<file path="src/rtl/shift_seq_pkg.sv">
// Shared definitions for the SR2 command sequencer: opcodes, command record,
// control-byte packing and issue-controller states.
package shift_seq_pkg;

  localparam logic [2:0] OP_NOP  = 3'b000;
  localparam logic [2:0] OP_SLL  = 3'b001;
  localparam logic [2:0] OP_SRL  = 3'b011;
  localparam logic [2:0] OP_LOAD = 3'b111;

  typedef struct packed {
    logic [2:0]  op;
    logic [4:0]  shamt;
    logic [31:0] data;
  } cmd_t;

  typedef enum logic [1:0] {
    S_IDLE  = 2'd0,
    S_RUN   = 2'd1,
    S_STALL = 2'd2
  } issue_state_e;

  function automatic logic [7:0] pack_ctrl(input logic [4:0] shamt, input logic [2:0] op);
    return {shamt, op};
  endfunction

  function automatic logic op_is_legal(input logic [2:0] op);
    return op inside {OP_NOP, OP_SLL, OP_SRL, OP_LOAD};
  endfunction

  // Only ops that change SR2 give back a result (and therefore need a credit slot).
  function automatic logic op_has_result(input logic [2:0] op);
    return op inside {OP_SLL, OP_SRL, OP_LOAD};
  endfunction

endpackage

</file>
<file path="src/rtl/sync_fifo.sv">
// Single-clock FIFO with occupancy count; pushes while full and pops while
// empty are ignored. Read data is the current head (fall-through).
module sync_fifo #(
  parameter int WIDTH = 32,
  parameter int DEPTH = 4
) (
  input  logic                     clk,
  input  logic                     rst,
  input  logic                     push,
  input  logic [WIDTH-1:0]         wdata,
  input  logic                     pop,
  output logic [WIDTH-1:0]         rdata,
  output logic                     empty,
  output logic [$clog2(DEPTH):0]   count
);
  localparam int AW = $clog2(DEPTH);
  localparam logic [AW:0]   FULL_CNT = DEPTH[AW:0];
  localparam logic [AW:0]   CNT_ONE  = 1;
  localparam logic [AW-1:0] PTR_ONE  = 1;

  logic [WIDTH-1:0] mem [DEPTH];
  logic [AW-1:0]    wptr, rptr;
  logic             full, do_push, do_pop;

  assign full    = (count == FULL_CNT);
  assign empty   = (count == '0);
  assign do_push = push && !full;
  assign do_pop  = pop && !empty;
  assign rdata   = mem[rptr];

  // Pointers wrap naturally since DEPTH is a power of two.
  always_ff @(posedge clk or negedge rst) begin
    if (!rst) begin
      wptr  <= '0;
      rptr  <= '0;
      count <= '0;
    end else begin
      if (do_push) wptr <= wptr + PTR_ONE;
      if (do_pop)  rptr <= rptr + PTR_ONE;
      case ({do_push, do_pop})
        2'b10:   count <= count + CNT_ONE;
        2'b01:   count <= count - CNT_ONE;
        default: ;
      endcase
    end
  end

  always_ff @(posedge clk) begin
    if (do_push) mem[wptr] <= wdata;
  end

endmodule

</file>
<file path="src/rtl/shift_cmd_seq.sv">
// Command sequencer for SR2: FIFOs commands, issues one per cycle under result
// credit, captures q two edges later. Optional issue counter: SHIFT_SEQ_CNT_EN.
module shift_cmd_seq
  import shift_seq_pkg::*;
#(
  parameter int CMD_DEPTH = 4,
  parameter int RES_DEPTH = 4
) (
  input  logic        clk,
  input  logic        rst,
  input  logic        cmd_valid,
  output logic        cmd_ready,
  input  logic [2:0]  cmd_op,
  input  logic [4:0]  cmd_shamt,
  input  logic [31:0] cmd_data,
  output logic [7:0]  data,
  output logic [31:0] data_in,
  input  logic [31:0] q,
  output logic        res_valid,
  input  logic        res_ready,
  output logic [31:0] res_data,
  output logic        err
`ifdef SHIFT_SEQ_CNT_EN
  ,
  output logic [15:0] issue_cnt
`endif
);
  localparam int STAGES = 1;
  localparam int CCW    = $clog2(CMD_DEPTH) + 1;
  localparam int RCW    = $clog2(RES_DEPTH) + 1;
  localparam logic [CCW-1:0] CMD_FULL = CMD_DEPTH[CCW-1:0];
  localparam logic [RCW:0]   RES_LIM  = RES_DEPTH[RCW:0];

  cmd_t           cmd_w, cmd_head;
  logic           cmd_empty, res_empty;
  logic [CCW-1:0] cmd_count;
  logic [RCW-1:0] res_count;
  logic [STAGES:0] vld_pipe;
  logic [RCW:0]   used_cred;
  logic           credit_ok, pop;
  issue_state_e   state_q, state_d;

  assign cmd_w     = '{op: cmd_op, shamt: cmd_shamt, data: cmd_data};
  assign cmd_ready = (cmd_count != CMD_FULL);

  sync_fifo #(.WIDTH($bits(cmd_t)), .DEPTH(CMD_DEPTH)) u_cmd_fifo (
    .clk   (clk),
    .rst   (rst),
    .push  (cmd_valid && cmd_ready),
    .wdata (cmd_w),
    .pop   (pop),
    .rdata (cmd_head),
    .empty (cmd_empty),
    .count (cmd_count)
  );

  // Results in flight plus results waiting must never exceed the queue depth.
  assign used_cred = {1'b0, res_count} + {{RCW{1'b0}}, vld_pipe[0]}
                   + {{RCW{1'b0}}, vld_pipe[1]};
  assign credit_ok = (used_cred < RES_LIM);

  always_ff @(posedge clk or negedge rst) begin
    if (!rst) state_q <= S_IDLE;
    else      state_q <= state_d;
  end

  always_comb begin
    state_d = state_q;
    pop     = 1'b0;
    case (state_q)
      S_IDLE: begin
        pop = !cmd_empty && credit_ok;
        if (!cmd_empty) state_d = credit_ok ? S_RUN : S_STALL;
      end
      S_RUN: begin
        pop = !cmd_empty && credit_ok;
        if (cmd_empty)       state_d = S_IDLE;
        else if (!credit_ok) state_d = S_STALL;
      end
      S_STALL: begin
        pop = !cmd_empty && credit_ok;
        if (cmd_empty)      state_d = S_IDLE;
        else if (credit_ok) state_d = S_RUN;
      end
      default: state_d = S_IDLE;
    endcase
  end

  // Control byte is a one-cycle pulse; data_in keeps the last value driven.
  always_ff @(posedge clk or negedge rst) begin
    if (!rst) begin
      data     <= 8'h00;
      data_in  <= '0;
      vld_pipe <= '0;
      err      <= 1'b0;
    end else begin
      vld_pipe <= {vld_pipe[STAGES-1:0], pop && op_has_result(cmd_head.op)};
      data     <= 8'h00;
      if (pop) begin
        if (op_has_result(cmd_head.op)) begin
          data    <= pack_ctrl(cmd_head.shamt, cmd_head.op);
          data_in <= cmd_head.data;
        end
        if (!op_is_legal(cmd_head.op)) err <= 1'b1;
      end
    end
  end

  sync_fifo #(.WIDTH(32), .DEPTH(RES_DEPTH)) u_res_fifo (
    .clk   (clk),
    .rst   (rst),
    .push  (vld_pipe[STAGES]),
    .wdata (q),
    .pop   (res_ready),
    .rdata (res_data),
    .empty (res_empty),
    .count (res_count)
  );

  assign res_valid = !res_empty;

`ifdef SHIFT_SEQ_CNT_EN
  always_ff @(posedge clk or negedge rst) begin
    if (!rst)                                   issue_cnt <= '0;
    else if (pop && op_has_result(cmd_head.op)) issue_cnt <= issue_cnt + 16'd1;
  end
`endif

endmodule

</file>
<file path="config.mk">
export PLATFORM = sky130hd
export DESIGN_NAME = shift_cmd_seq
export DESIGN_NICKNAME = d
export VERILOG_FILES = /design/src/rtl/shift_seq_pkg.sv /design/src/rtl/sync_fifo.sv /design/src/rtl/shift_cmd_seq.sv
export SDC_FILE = /design/constraint.sdc
export NUM_CORES = 1
export LEC_CHECK = 0
export CAP_MARGIN = 40
export CORE_MARGIN = 2
export CORE_UTILIZATION = 50
export CTS_CLUSTER_DIAMETER = 100
export DETAILED_ROUTE_END_ITERATION = 10
export PLACE_DENSITY_LB_ADDON = 0.25
export SYNTH_ARGS = -nofsm -noshare
export SYNTH_HDL_FRONTEND = slang
export SYNTH_HIERARCHICAL = 1
export SYNTH_SLANG_ARGS = --single-unit
</file>
<file path="constraint.sdc">
create_clock -name clk -period 2.45 [get_ports clk]
set_clock_uncertainty 0.1 [all_clocks]
set_input_delay 0.245 -clock clk [delete_from_list [all_inputs] [get_ports clk]]
set_output_delay 0.245 -clock clk [all_outputs]
set_load 0.03 [all_outputs]
</file>
==> metrics.txt <==
# TYPE chip_impl_metric gauge
chip_impl_metric{name="post_synth.cell_area_avg",unit="um^2"} 23.5
chip_impl_metric{name="syn-cell-area",unit="um^2"} 13100
chip_impl_metric{name="detailedPlacementHpwl",unit="mm"} 14.6
chip_impl_metric{name="synth.yosys.warnings",unit=""} 6
chip_impl_metric{name="max_clock_freq",unit="MHz"} 410
chip_impl_metric{name="cp_max_fo",unit=""} 2
chip_impl_metric{name="grt-ovfl-total",unit=""} 0
chip_impl_metric{name="drv.max_cap_violation_count",unit=""} 0
chip_impl_metric{name="number_of_instances_in_the_placed_design",unit=""} 1050
chip_impl_metric{name="max-vdd-ir-drop",unit="V"} 0.000677
chip_impl_metric{name="numCtsBuffers",unit=""} 36
chip_impl_metric{name="report.final.hold_viol_count",unit=""} 0
chip_impl_metric{name="routed_via_density",unit=""} 5.36
chip_impl_metric{name="total_leakage_power",unit="nW"} 5.73
chip_impl_metric{name="design.portCount",unit=""} 151
chip_impl_metric{name="drt_pre_antenna_iters",unit=""} 6
chip_impl_info{name="setup.worst_path.class",value="reg2reg"} 1
chip_impl_metric{name="die_area",unit="um^2"} 27500
chip_impl_info{name="timing.rr.start",value="vld_pipe[1]$_DFF_PN0_"} 1
chip_impl_metric{name="final_layout_size_suffix_gt1_share",unit="%"} 29.3
chip_impl_metric{name="core_region_area",unit="um^2"} 25800
chip_impl_metric{name="die-width",unit="um"} 166
chip_impl_metric{name="vias",unit=""} 6015
chip_impl_metric{name="cp_data_required_time",unit="ps"} 2780
chip_impl_metric{name="place_congestion",unit=""} 0.733
chip_impl_metric{name="number_of_global_route_vias_before_repair",unit=""} 6619
chip_impl_info{name="timing.critical_path.to_type",value="flip-flop"} 1
chip_impl_metric{name="clock_latency",unit="ps"} 510
chip_impl_info{name="mostFrequentLayoutCells",value="sky130_fd_sc_hd__edfxtp_1 (288), sky130_fd_sc_hd__clkdlybuf4s50_1 (117), sky130_fd_sc_hd__mux4_2 (66)"} 1
chip_impl_metric{name="dr.first_iter.drc_count",unit=""} 558
chip_impl_info{name="min_path_type",value="in2async"} 1
chip_impl_info{name="synthDominantAreaCellType",value="sky130_fd_sc_hd__edfxtp_1"} 1
chip_impl_metric{name="post_dp_cell_area",unit="um^2"} 15000
chip_impl_metric{name="worst-slew-pin-transition",unit="ps"} 441
chip_impl_metric{name="final_total_pwr",unit="mW"} 20.9
chip_impl_metric{name="number_of_slew_limit_violations_in_the_final_report",unit=""} 0
chip_impl_metric{name="detail_route.wirelength",unit="mm"} 23.4
chip_impl_metric{name="clockBufferDepth",unit=""} 3
chip_impl_metric{name="fin_crit",unit="ps"} 2440
chip_impl_info{name="tritoncts",value="built"} 1
chip_impl_metric{name="slew_headroom",unit="%"} 70.6
chip_impl_info{name="status",value="completed"} 1
chip_impl_metric{name="mappedNetlistNets",unit=""} 646
chip_impl_info{name="leading_cell_type_in_the_layout_fill_and_taps_excluded",value="sky130_fd_sc_hd__edfxtp_1"} 1
chip_impl_metric{name="yosys.area.top_type_share",unit="%"} 66.1
chip_impl_metric{name="floorplan.initialDensity",unit="%"} 50.6
chip_impl_metric{name="power.density_cell_area",unit="nW/um^2"} 1280
chip_impl_metric{name="final_area",unit="um^2"} 16300
chip_impl_metric{name="post_synth_inst_count",unit=""} 557
chip_impl_metric{name="synth_seq_cells",unit=""} 347
chip_impl_metric{name="final-setup-viol-count",unit=""} 0
chip_impl_info{name="ctsRootBufferMaster",value="sky130_fd_sc_hd__clkbuf_16"} 1
chip_impl_metric{name="grt.total_usage",unit="%"} 17.4
chip_impl_metric{name="grt_max_degree",unit=""} 41
chip_impl_metric{name="ant_nets",unit=""} 0
chip_impl_metric{name="post_synth_cell_types",unit=""} 30
chip_impl_metric{name="tns",unit="ps"} 0
chip_impl_metric{name="layout-area-overhead-vs-synth",unit="%"} 24.6
chip_impl_metric{name="clock_sink_count",unit=""} 347
chip_impl_metric{name="instances_no_fill",unit=""} 1122
chip_impl_metric{name="worst_setup_hold_path_clk_slew",unit="ps"} 60
chip_impl_metric{name="antenna_found_initial",unit=""} 1
chip_impl_metric{name="h-tree-depth",unit=""} 2
chip_impl_metric{name="grt_first_pass_wirelength",unit="mm"} 36.8
chip_impl_info{name="cell_types_with_the_largest_area_share_after_synthesis",value="sky130_fd_sc_hd__edfxtp_1 (66%), sky130_fd_sc_hd__mux4_2 (11%), sky130_fd_sc_hd__dfrtp_1 (11%), sky130_fd_sc_hd__mux2_2 (1.7%), sky130_fd_sc_hd__buf_12 (1.2%)"} 1
chip_impl_metric{name="buffer_ports.inserted",unit=""} 150
chip_impl_metric{name="finish.net_count",unit=""} 847
chip_impl_metric{name="die_y",unit="um"} 166
chip_impl_metric{name="layout_worst_path_cycle_share",unit="%"} 99.5
chip_impl_info{name="grt_setup_unrepaired",value="yes"} 1
chip_impl_metric{name="drt_drc_violations_left",unit=""} 0
chip_impl_metric{name="fp-row-count",unit=""} 59
chip_impl_info{name="startpoint_types",value="flip-flop"} 1
chip_impl_metric{name="ys_seq_area_share",unit="%"} 77.4
chip_impl_metric{name="worstRegToRegCells",unit=""} 10
chip_impl_metric{name="post_drt_wl_per_cell",unit="um"} 20.9
chip_impl_metric{name="ff2ff_setup_slack",unit="ps"} 10
chip_impl_metric{name="wp_data_arrival",unit="ps"} 2770
chip_impl_info{name="worst_r2r_endpoint",value="u_cmd_fifo/count[2]$_DFFE_PN0P_"} 1
-- where the power goes --
group	switching, mW	internal, mW	total [mW]
registers	0.519	7.70	8.22
clock network	2.11	3.38	5.48
logic	3.74	3.44	7.18
-- what timing repair did --
action	4_1_cts	5_1_grt
gates resized for setup	6	2
endpoints found under the hold margin	14	0
setup endpoints to repair	29	20
buffers inserted	3	1
pin swaps	3	0
gates cloned	0	0
hold buffers	1	0
-- registers in the layout (all words and copies together) (netlist names) --
signal and cells:
u_res_fifo/mem 128, vld_pipe 2, u_res_fifo/count 3, u_res_fifo/wptr 2, u_cmd_fifo/wptr 2, u_cmd_fifo/rptr 2, data 8, u_cmd_fifo/mem 160
err 1, state_q 2, u_res_fifo/rptr 2, data_in 32, u_cmd_fifo/count 3
-- synthesized netlist by cell type, drive strengths merged --
library cell / instances
and3: 3
mux4: 72
nor2: 4
nor3: 2
buf: 20
dfrtp: 59
and2: 15
clkbuf: 2
edfxtp: 288
fa: 2
inv: 16
a211oi: 2
nand2: 4
ha: 11
a21o: 3
a31oi: 2
mux2: 34
xor2: 6
a21oi: 1
o21ai: 1
mux2i: 2
o31a: 2
xnor2: 6
-- cell families (layout without fill, tap and decap cells) --
logic type      Yosys count  in the layout  synth area share (%)
fa+ha+maj                13             13                  1.36
buf+inv                  38            266                  2.41
xor+xnor                 12             12                 0.804
mux                     108            108                  15.9
flops                   347            347                  77.4
other cells               0              2                     0
simple gates             28             28                  1.17
compound gates           11             11                 0.918
-- routing by layer --
metal	track usage (%)	wire, um	up-vias
met5	0	0	-
met4	6.05	624	0
met3	4.60	1570	39
met2	29.7	12000	196
met1	21.7	9280	3118
li1	-	-	2662
-- worst max-delay path by stage --
stage | from | to | slack (ps)
6_report | vld_pipe[1]$_DFF_PN0_ | u_cmd_fifo/count[2]$_DFFE_PN0P_ | 10
5_1_grt | vld_pipe[1]$_DFF_PN0_ | u_cmd_fifo/count[2]$_DFFE_PN0P_ | -80
4_1_cts | vld_pipe[1]$_DFF_PN0_ | u_cmd_fifo/count[2]$_DFFE_PN0P_ | 7
3_5_place_dp | vld_pipe[1]$_DFF_PN0_ | u_cmd_fifo/count[2]$_DFFE_PN0P_ | -30
3_3_place_gp | vld_pipe[1]$_DFF_PN0_ | u_cmd_fifo/count[2]$_DFFE_PN0P_ | 20
2_1_floorplan | u_res_fifo/count[0]$_DFFE_PN0P_ | u_cmd_fifo/count[2]$_DFFE_PN0P_ | -40
-- cell type report --
type / count / area [um^2]
Fill cell: 1786 / 9540
Multi-Input combinational cell: 172 / 2650
Tap cell: 335 / 419
Antenna cell: 2 / 5.00
Inverter: 16 / 60.1
Clock buffer: 49 / 1030
Clock inverter: 16 / 188
Timing Repair Buffer: 185 / 1810
Sequential cell: 347 / 10100
-- worst max-delay path: stages, from the launching register on --
cell,delay (ps)
sky130_fd_sc_hd__dfrtp_1,380
sky130_fd_sc_hd__ha_1,300
sky130_fd_sc_hd__a21o_1,190
sky130_fd_sc_hd__a211oi_4,220
sky130_fd_sc_hd__o31a_1,200
sky130_fd_sc_hd__ha_2,190
sky130_fd_sc_hd__inv_2,40
sky130_fd_sc_hd__fa_2,330
sky130_fd_sc_hd__xor2_1,150
sky130_fd_sc_hd__nor2_1,110
sky130_fd_sc_hd__xor2_1,150
-- metrics by stage --
step / hold WS (ps) / setup WS, ps / util [%]
after detailed placement: 116 / -31.1 / 58.1
after global placement: 101 / 18.1 / 58.1
final: 105 / 12.3 / 63.1
after CTS: 105 / 7.01 / 62.9
after floorplan: -151 / -38.5 / -
after global routing: 119 / -83.9 / 63.0
(Power assumes the default switching activity.)
